==> src/rtl/uart_rx_fifo.sv <==
`default_nettype none
// ============================================================================
// Module   : uart_rx_fifo
// Brief    : 8N1 UART receiver with mid-bit sampling and a show-ahead
//            valid/ready receive FIFO.
// Revision : 1.0 - initial release
// ============================================================================
module uart_rx_fifo #(
   parameter int CLKS_PER_BIT = 2604,
   parameter int FIFO_DEPTH   = 4
) (
   input  logic                             i_Clock,
   input  logic                             rst,
   input  logic                             i_RX_Serial,
   output logic [7:0]                       o_RX_Byte,
   output logic                             o_RX_Valid,
   input  logic                             i_RX_Ready,
   output logic                             o_Frame_Err,
   output logic                             o_Overrun,
   output logic                             o_RX_Busy,
   output logic [$clog2(FIFO_DEPTH+1)-1:0]  o_Count
);

   localparam int CNT_W = $clog2(CLKS_PER_BIT);
   localparam int PTR_W = $clog2(FIFO_DEPTH);
   localparam int OCC_W = $clog2(FIFO_DEPTH + 1);

   localparam logic [CNT_W-1:0] c_HALF = CNT_W'((CLKS_PER_BIT - 1) / 2);
   localparam logic [CNT_W-1:0] c_LAST = CNT_W'(CLKS_PER_BIT - 1);
   localparam logic [OCC_W-1:0] c_FULL = OCC_W'(FIFO_DEPTH);

   typedef enum logic [2:0] {
      S_IDLE  = 3'd0,
      S_START = 3'd1,
      S_DATA  = 3'd2,
      S_STOP  = 3'd3,
      S_BREAK = 3'd4
   } state_t;

   logic             r_rx_meta;
   logic             r_rx_s;
   state_t           r_state,   w_state_nxt;
   logic [CNT_W-1:0] r_clk_cnt, w_cnt_nxt;
   logic [2:0]       r_bit_idx, w_idx_nxt;
   logic [7:0]       r_shift,   w_shift_nxt;
   logic             w_push;
   logic             w_frame_err;
   logic             w_overrun;

   logic [7:0]       r_mem [FIFO_DEPTH];
   logic [PTR_W-1:0] r_rd_ptr;
   logic [PTR_W-1:0] r_wr_ptr;
   logic [OCC_W-1:0] r_count;
   logic             w_pop;
   logic             w_can_accept;

   assign w_pop        = (r_count != '0) && i_RX_Ready;
   // A pop in the same cycle frees a slot, so a full FIFO can still take the byte.
   assign w_can_accept = (r_count != c_FULL) || w_pop;

   always_comb begin
      w_state_nxt = r_state;
      w_cnt_nxt   = r_clk_cnt;
      w_idx_nxt   = r_bit_idx;
      w_shift_nxt = r_shift;
      w_push      = 1'b0;
      w_frame_err = 1'b0;
      w_overrun   = 1'b0;
      case (r_state)
         S_IDLE: begin
            w_cnt_nxt = '0;
            w_idx_nxt = '0;
            if (!r_rx_s) w_state_nxt = S_START;
         end
         S_START: begin
            if (r_clk_cnt == c_HALF) begin
               w_cnt_nxt   = '0;
               w_state_nxt = r_rx_s ? S_IDLE : S_DATA;
            end else begin
               w_cnt_nxt = r_clk_cnt + CNT_W'(1);
            end
         end
         S_DATA: begin
            if (r_clk_cnt == c_LAST) begin
               w_cnt_nxt              = '0;
               w_shift_nxt[r_bit_idx] = r_rx_s;
               if (r_bit_idx < 3'd7) begin
                  w_idx_nxt = r_bit_idx + 3'd1;
               end else begin
                  w_idx_nxt   = '0;
                  w_state_nxt = S_STOP;
               end
            end else begin
               w_cnt_nxt = r_clk_cnt + CNT_W'(1);
            end
         end
         S_STOP: begin
            if (r_clk_cnt == c_LAST) begin
               w_cnt_nxt = '0;
               if (r_rx_s) begin
                  w_push      = w_can_accept;
                  w_overrun   = !w_can_accept;
                  w_state_nxt = S_IDLE;
               end else begin
                  w_frame_err = 1'b1;
                  w_state_nxt = S_BREAK;
               end
            end else begin
               w_cnt_nxt = r_clk_cnt + CNT_W'(1);
            end
         end
         S_BREAK: begin
            // Held-low line must return high before another frame is considered.
            w_cnt_nxt = '0;
            if (r_rx_s) w_state_nxt = S_IDLE;
         end
         default: begin
            w_state_nxt = S_IDLE;
            w_cnt_nxt   = '0;
            w_idx_nxt   = '0;
         end
      endcase
   end

   always_ff @(posedge i_Clock) begin
      if (rst) begin
         r_rx_meta <= 1'b1;
         r_rx_s    <= 1'b1;
         r_state   <= S_IDLE;
         r_clk_cnt <= '0;
         r_bit_idx <= '0;
         r_shift   <= '0;
      end else begin
         r_rx_meta <= i_RX_Serial;
         r_rx_s    <= r_rx_meta;
         r_state   <= w_state_nxt;
         r_clk_cnt <= w_cnt_nxt;
         r_bit_idx <= w_idx_nxt;
         r_shift   <= w_shift_nxt;
      end
   end

   always_ff @(posedge i_Clock) begin
      if (rst) begin
         for (int i = 0; i < FIFO_DEPTH; i++) r_mem[i] <= '0;
         r_rd_ptr <= '0;
         r_wr_ptr <= '0;
         r_count  <= '0;
      end else begin
         if (w_push) begin
            r_mem[r_wr_ptr] <= r_shift;
            r_wr_ptr        <= r_wr_ptr + PTR_W'(1);
         end
         if (w_pop) r_rd_ptr <= r_rd_ptr + PTR_W'(1);
         if (w_push && !w_pop)      r_count <= r_count + OCC_W'(1);
         else if (w_pop && !w_push) r_count <= r_count - OCC_W'(1);
      end
   end

   assign o_RX_Byte   = r_mem[r_rd_ptr];
   assign o_RX_Valid  = (r_count != '0);
   assign o_Count     = r_count;
   assign o_Frame_Err = w_frame_err;
   assign o_Overrun   = w_overrun;
   assign o_RX_Busy   = (r_state != S_IDLE);

endmodule
`default_nettype wire

==> config.mk <==
export PLATFORM = sky130hd
export DESIGN_NAME = uart_rx_fifo
export DESIGN_NICKNAME = d
export VERILOG_FILES = /design/src/rtl/uart_rx_fifo.sv
export SDC_FILE = /design/constraint.sdc
export NUM_CORES = 1
export LEC_CHECK = 0
export ABC_AREA = 1
export ABC_CLOCK_PERIOD_IN_PS = 2200
export BUFFER_PORTS_ARGS = -buffer_cell sky130_fd_sc_hd__buf_2
export CAP_MARGIN = 20
export CORE_MARGIN = 2
export CORE_UTILIZATION = 25
export CTS_CLUSTER_SIZE = 10
export DETAILED_ROUTE_END_ITERATION = 12
export PLACE_DENSITY = 0.38
export SYNTH_ARGS = -nofsm -noshare
export SYNTH_HDL_FRONTEND = slang
export SYNTH_SLANG_ARGS = --single-unit
==> constraint.sdc <==
create_clock -name i_Clock -period 2.2 [get_ports i_Clock]
set_clock_uncertainty 0.05 [all_clocks]
set_input_delay 0.44 -clock i_Clock [delete_from_list [all_inputs] [get_ports i_Clock]]
set_output_delay 0.44 -clock i_Clock [all_outputs]
set_load 0.01 [all_outputs]
==> results.py, run 1 <==
metrics = {
    "run_status": {
        "outcome": "finished clean",
    },
    "clock_tree": {
        "cts_hold_buf": 0,
        "clkLatencyLatePin_ns": 0.34,
        "h-tree-depth": 3,
        "cts_buffer_depth": 2,
        "cts_num_sinks": 69,
        "cts_tree": "done",
        "clockRootBuffer": "clkbuf_16",
        "path_clk_slew_ns": 0.06,
        "cts_inserted_buffers": 9,
    },
    "global_routing": {
        "first_global_vias": 2622,
        "antenna_found_initial": 0,
        "grt_max_degree": 17,
        "grt_usage_pct": 12.3,
        "grt_pass1_wl_mm": 13.4,
        "grt_overflow": 0,
    },
    "final_layout": {
        "layout-drive-gt1-share_pct": 19.8,
        "multiInputGateArea_mm2": 0.00138,
        "area_delta_synth_final_pct": 23.7,
        "final_cells": 627,
        "seqCellArea_mm2": 0.00171,
        "fill_cells": 1397,
        "fin_area_mm2": 0.00409,
        "fin_nets": 459,
        "final_common_cell": "nor2_1",
        "diodes": 0,
        "final_util_pct": 32.0,
        "layout_common_cells": "nor2_1 (95), nand2_1 (53), inv_1 (48), dfxtp_1 (34), edfxtp_1 (32)",
    },
    "critical_path": {
        "crit_chain": "ha_4 -> nand4_1 -> nor2_4 -> nand2_2 -> nor4_2 -> buf_4 -> buf_6",
        "cp_max_fo": 3,
        "crit_path_max_incr_delay_ns": 0.35,
        "crit_required_ns": 1.71,
        "cp-start-kind": "flop",
        "arrival_ns": 1.61,
        "cp_slowest_cell": "dfxtp_2",
        "r2r_slack_ns": 0.16,
        "path_class": "reg2out",
        "end_kind": "primary output",
    },
    "place": {
        "place_ws_ns": 0.0143,
        "io_buffers": 18,
        "placedCellCount": 609,
        "globalplace.congestion": 0.747,
        "post-dp-hpwl_mm": 5.69,
        "dpl_cell_area_mm2": 0.00373,
    },
    "synth": {
        "avgSynthCellArea_um2": 8.14,
        "synthArstFlopShare_pct": 0,
        "yosysSeqAreaShare_pct": 51.5,
        "syn-cell-area_mm2": 0.00330,
        "syn_nets": 415,
        "syn_inst": 406,
        "synth-seq-cells": 69,
        "synth.area.top_cells": "edfxtp_1 (29%), dfxtp_1 (22%), nor2_1 (11%), nand2_1 (6.1%), inv_1 (5.5%)",
        "synth_edf_count": 32,
        "synth-main-ff-cell": "dfxtp_1",
        "yosys.area.top_type": "edfxtp_1",
        "synth_cell_types": 32,
        "yosys.area.top_type_share_pct": 29.1,
        "ys_warn_count": 0,
    },
    "worst_hold_path": {
        "hp-class": "in2reg",
    },
    "timing": {
        "max-slew-margin-rel_pct": 70.1,
        "finalSetupViolations": 0,
        "fmax_mhz": 477,
        "final.min_clock_period_ns": 2.10,
        "slew_viol_final": 0,
        "fin_crit_sh_pct": 95.3,
        "setup_tns_ns": 0,
        "tightest_slew_ns": 0.447,
        "rsz0062_at_grt": "no",
        "fin_hold_ws_ns": 0.243,
        "finalHoldViolations": 0,
        "worst_slack_ns": 0.103,
    },
    "drt": {
        "wl_mm": 7.90,
        "drc": 0,
        "drt_iter0_markers": 174,
        "avgRoutedWirePerCell_um": 12.6,
        "vias_per_cell": 4.29,
        "vias": 2692,
        "first_pass_iters": 4,
        "drtAntennaViolNets": 0,
    },
    "flow_run": {
        "drv_cap": 0,
    },
    "floorplanning": {
        "die_height_um": 119,
        "start_util_pct": 25.9,
        "core-area_mm2": 0.0128,
        "die-area_mm2": 0.0141,
        "std_cell_rows": 41,
        "io_pins": 19,
        "fp.dieW_um": 119,
    },
    "pwr": {
        "p_leak_nw": 1.59,
        "total_power_mw": 4.00,
        "p_per_area_mw_per_mm2": 980,
        "ir_worst_vdd_uv": 477,
    },
}
-- area by class of cell --
cell class                      count  share of cell area, %
Timing Repair Buffer               44                   7.14
Sequential cell                    69                   41.7
Inverter                           52                   4.78
Clock inverter                      6                   1.26
Clock buffer                       10                   6.13
Tap cell                          172                   5.27
Multi-Input combinational cell    274                   33.7
-- cell families (layout without fill, tap and decap cells) --
family / count (synthesis) / in the layout / share of synthesized area, %
AND/OR/NAND/NOR: 211 / 211 / 28.4
buffers and inverters: 63 / 112 / 7.84
flip-flops: 69 / 69 / 51.5
XOR/XNOR: 8 / 8 / 2.12
adder cells (fa/ha/maj): 5 / 5 / 2.12
AO/OA/AOI/OAI: 50 / 50 / 7.95
-- critical path: cells and delay by family (launching register included) --
family                   cells  cell delay (ns)
buffers and inverters        2             0.25
adder cells (fa/ha/maj)      1             0.13
AND/OR/NAND/NOR              4             0.53
flip-flops                   1             0.35
-- final timing paths --
| check | from | to | cells after the start |
|---|---|---|---|
| max | r_clk_cnt[0]$_SDFF_PP0_ | o_Overrun | 7 |
| min | i_RX_Serial | r_rx_meta$_SDFF_PP1_ | 2 |
| max reg2reg | r_clk_cnt[0]$_SDFF_PP0_ | o_Count[2]$_SDFFE_PP0P_ | 12 |
| min reg2reg | r_rx_meta$_SDFF_PP1_ | r_rx_s$_SDFF_PP1_ | 1 |
-- per-layer routing --
metal	vias to the layer above	wire length (um)	global-route usage (%)
met5	-	0	0
met4	0	123	5.80
met3	9	292	3.26
met2	33	3610	18.9
met1	1237	3870	16.2
li1	1413	-	-
-- cell usage after synthesis, drive strengths merged, types with 4 or more instances --
cell type / count
a21oi: 13
buf: 5
clkbuf: 6
dfxtp: 37
edfxtp: 32
ha: 4
inv: 51
nand2: 57
nand3: 26
nor2: 104
nor3: 17
o21ai: 28
o22ai: 8
xor2: 6
-- where the power goes --
group | switching, mW | leakage, nW | internal (mW) | total [mW]
Combinational | 0.656 | 0.835 | 0.365 | 1.02
Sequential | 0.0754 | 0.605 | 1.45 | 1.53
Clock | 0.607 | 0.145 | 0.847 | 1.45
Total | 1.34 | 1.59 | 2.67 | 4.00
-- repair_timing --
| action | in CTS | in global routing |
|---|---|---|
| buffers inserted | 1 | 1 |
| pin swaps | 2 | 1 |
| setup endpoints to repair | 1 | 3 |
| gates resized for setup | 7 | 7 |
-- registers in the layout (all words and copies together), names as in the netlist, named ones only --
signal	flops
r_rx_meta	1
r_mem	32
r_rd_ptr	2
r_shift	8
r_clk_cnt	12
r_rx_s	1
r_bit_idx	3
r_state	3
r_wr_ptr	2
o_Count	3
No activity file was read; power rests on OpenSTA's default activity.
==> inputs of run 2 (changes only) <==
--- a/config.mk
+++ b/config.mk
@@ -9,6 +9,7 @@
 export ABC_CLOCK_PERIOD_IN_PS = 2200
 export BUFFER_PORTS_ARGS = -buffer_cell sky130_fd_sc_hd__buf_2
 export CAP_MARGIN = 20
+export CORE_ASPECT_RATIO = 1.75
 export CORE_MARGIN = 2
 export CORE_UTILIZATION = 25
 export CTS_CLUSTER_SIZE = 10
==> constraint.sdc (replaced) <==
create_clock -name i_Clock -period 2.2 [get_ports i_Clock]
set_clock_uncertainty 0.05 [all_clocks]
set_input_delay 0 -clock i_Clock [delete_from_list [all_inputs] [get_ports i_Clock]]
set_output_delay 0 -clock i_Clock [all_outputs]
set_load 0.01 [all_outputs]
==> results.py, run 2 (same netlist as run 1, synthesis figures left out) <==
metrics = {
    "run_status": {
        "outcome": "finished clean",
    },
    "drt": {
        "wl_mm": 8.27,
        "vias": 2678,
        "avgRoutedWirePerCell_um": 13.2,
        "drtAntennaViolNets": 0,
        "drc": 0,
        "first_pass_iters": 4,
        "vias_per_cell": 4.28,
        "drt_iter0_markers": 101,
    },
    "final_layout": {
        "regMostFlops": "r_mem",
        "layout_common_cells": "nor2_1 (96), nand2_1 (54), inv_1 (47), dfxtp_1 (35), edfxtp_1 (32)",
        "fill_cells": 1425,
        "largest_reg_flops": 32,
        "top_regs": "r_mem (32), r_clk_cnt (12), r_shift (8)",
        "area_delta_synth_final_pct": 25.5,
        "final_common_cell": "nor2_1",
        "fin_area_mm2": 0.00415,
        "fin_nets": 458,
        "diodes": 0,
        "layout-drive-gt1-share_pct": 18.3,
    },
    "global_routing": {
        "grt_max_degree": 17,
        "grt_pass1_wl_mm": 13.4,
        "antenna_found_initial": 0,
        "grt_overflow": 0,
        "first_global_vias": 2776,
        "grt_usage_pct": 12.4,
    },
    "timing": {
        "rsz0062_at_grt": "no",
        "max-slew-margin-rel_pct": 64.9,
        "fin_hold_ws_ns": 0.350,
        "final.min_clock_period_ns": 2.04,
        "finalSetupViolations": 0,
        "finalHoldViolations": 0,
        "fin_crit_sh_pct": 92.8,
        "setup_tns_ns": 0,
        "fmax_mhz": 490,
        "slew_viol_final": 0,
        "tightest_slew_ns": 0.525,
    },
    "pwr": {
        "ir_worst_vdd_uv": 442,
        "p_per_area_mw_per_mm2": 1050,
        "p_leak_nw": 1.62,
        "total_power_mw": 4.37,
    },
    "clock_tree": {
        "cts_num_sinks": 69,
        "path_clk_slew_ns": 0.06,
        "clockRootBuffer": "clkbuf_16",
        "clkLatencyLatePin_ns": 0.33,
        "cts_inserted_buffers": 9,
        "postCtsSetupBuffers": 0,
        "cts_buffer_depth": 2,
        "h-tree-depth": 3,
        "cts_tree": "done",
    },
    "worst_hold_path": {
        "min_from": "i_RX_Serial",
        "hp-class": "in2reg",
    },
    "place": {
        "post-dp-hpwl_mm": 6.34,
        "globalplace.congestion": 0.846,
        "io_buffers": 18,
        "dpl_cell_area_mm2": 0.00374,
    },
    "critical_path": {
        "cp-start-kind": "flop",
        "reg2reg_from": "r_clk_cnt[1]$_SDFF_PP0_",
        "cp_slowest_cell": "dfxtp_2",
        "end_kind": "flop",
        "crit_required_ns": 2.37,
        "path_class": "reg2reg",
        "worstSetupStartpoint": "r_clk_cnt[1]$_SDFF_PP0_",
        "crit_chain": "ha_2 -> nand4_1 -> nor2_2 -> nand4_4 -> inv_2 -> ha_1 -> inv_1 -> fa_2 -> a21oi_1 -> o21ai_1 -> o21ai_1 -> a21oi_1",
        "arrival_ns": 2.21,
        "cp_max_fo": 2,
        "crit_path_max_incr_delay_ns": 0.33,
    },
    "floorplanning": {
        "io_pins": 19,
        "core-area_mm2": 0.0129,
        "die_height_um": 156,
        "die-area_mm2": 0.0142,
        "start_util_pct": 25.5,
        "std_cell_rows": 55,
        "fp.dieW_um": 90.9,
    },
    "flow_run": {
        "drv_cap": 0,
    },
}
## run 2: layer usage
| layer | global-route usage, % | vias to the layer above | wire length (um) | share of wire, % |
|---|---|---|---|---|
| li1 | - | 1406 | - | - |
| met1 | 11.1 | 1213 | 3030 | 37 |
| met2 | 24.6 | 36 | 4700 | 57 |
| met3 | 1.93 | 23 | 181 | 2.2 |
| met4 | 8.87 | 0 | 350 | 4.2 |
| met5 | 0 | - | 0 | 0 |
## run 2: layout make-up
class                   instances  area, um2  area share (%)
flip-flops and latches         69       1700            41.1
multi-input cells             274       1350            32.6
repair buffers                 43        310            7.49
clock buffers                   9        225            5.43
well taps                     171        214            5.16
inverters                      52        195            4.71
clock inverters                 7        146            3.53
## run 2: per-stage QoR
stage | std cells | setup WS, ns | util (%)
6_report | 625 | 0.159 | 32.0
5_1_grt | 625 | 0.00549 | 32.0
4_1_cts | 625 | 0.0402 | 32.0
3_5_place_dp | 606 | 0.0508 | 28.9
3_3_place_gp | 606 | 0.0782 | 28.9
2_1_floorplan | 406 | 0.0316 | -
## run 2: final timing paths
path	to	slack, ns	depth (start not counted)
max reg2reg	o_Count[2]$_SDFFE_PP0P_	0.16	12
min reg2reg	r_rx_s$_SDFF_PP1_	0.36	1
max	o_Count[2]$_SDFFE_PP0P_	0.16	12
min	r_rx_meta$_SDFF_PP1_	0.35	3
## run 2: what timing repair did
action | in CTS | in global routing
hold buffers | 3 | 0
endpoints found under the hold margin | 3 | 0
gates resized for setup | 0 | 7
endpoints found under the setup margin | 0 | 1
## run 2: worst max-delay path: cells and delay by family, from the launching register on
family / cells / cell delay, ns
and+or+nand+nor: 3 / 0.40
adders and majority gates: 3 / 0.63
buffers and inverters: 2 / 0.11
DFF: 1 / 0.33
AOI/OAI and AO/OA: 4 / 0.41
## run 2: report_power, final
part / switching (mW) / internal [mW]
combinational: 0.672 / 0.366
sequential: 0.0747 / 1.45
clock: 0.577 / 1.23
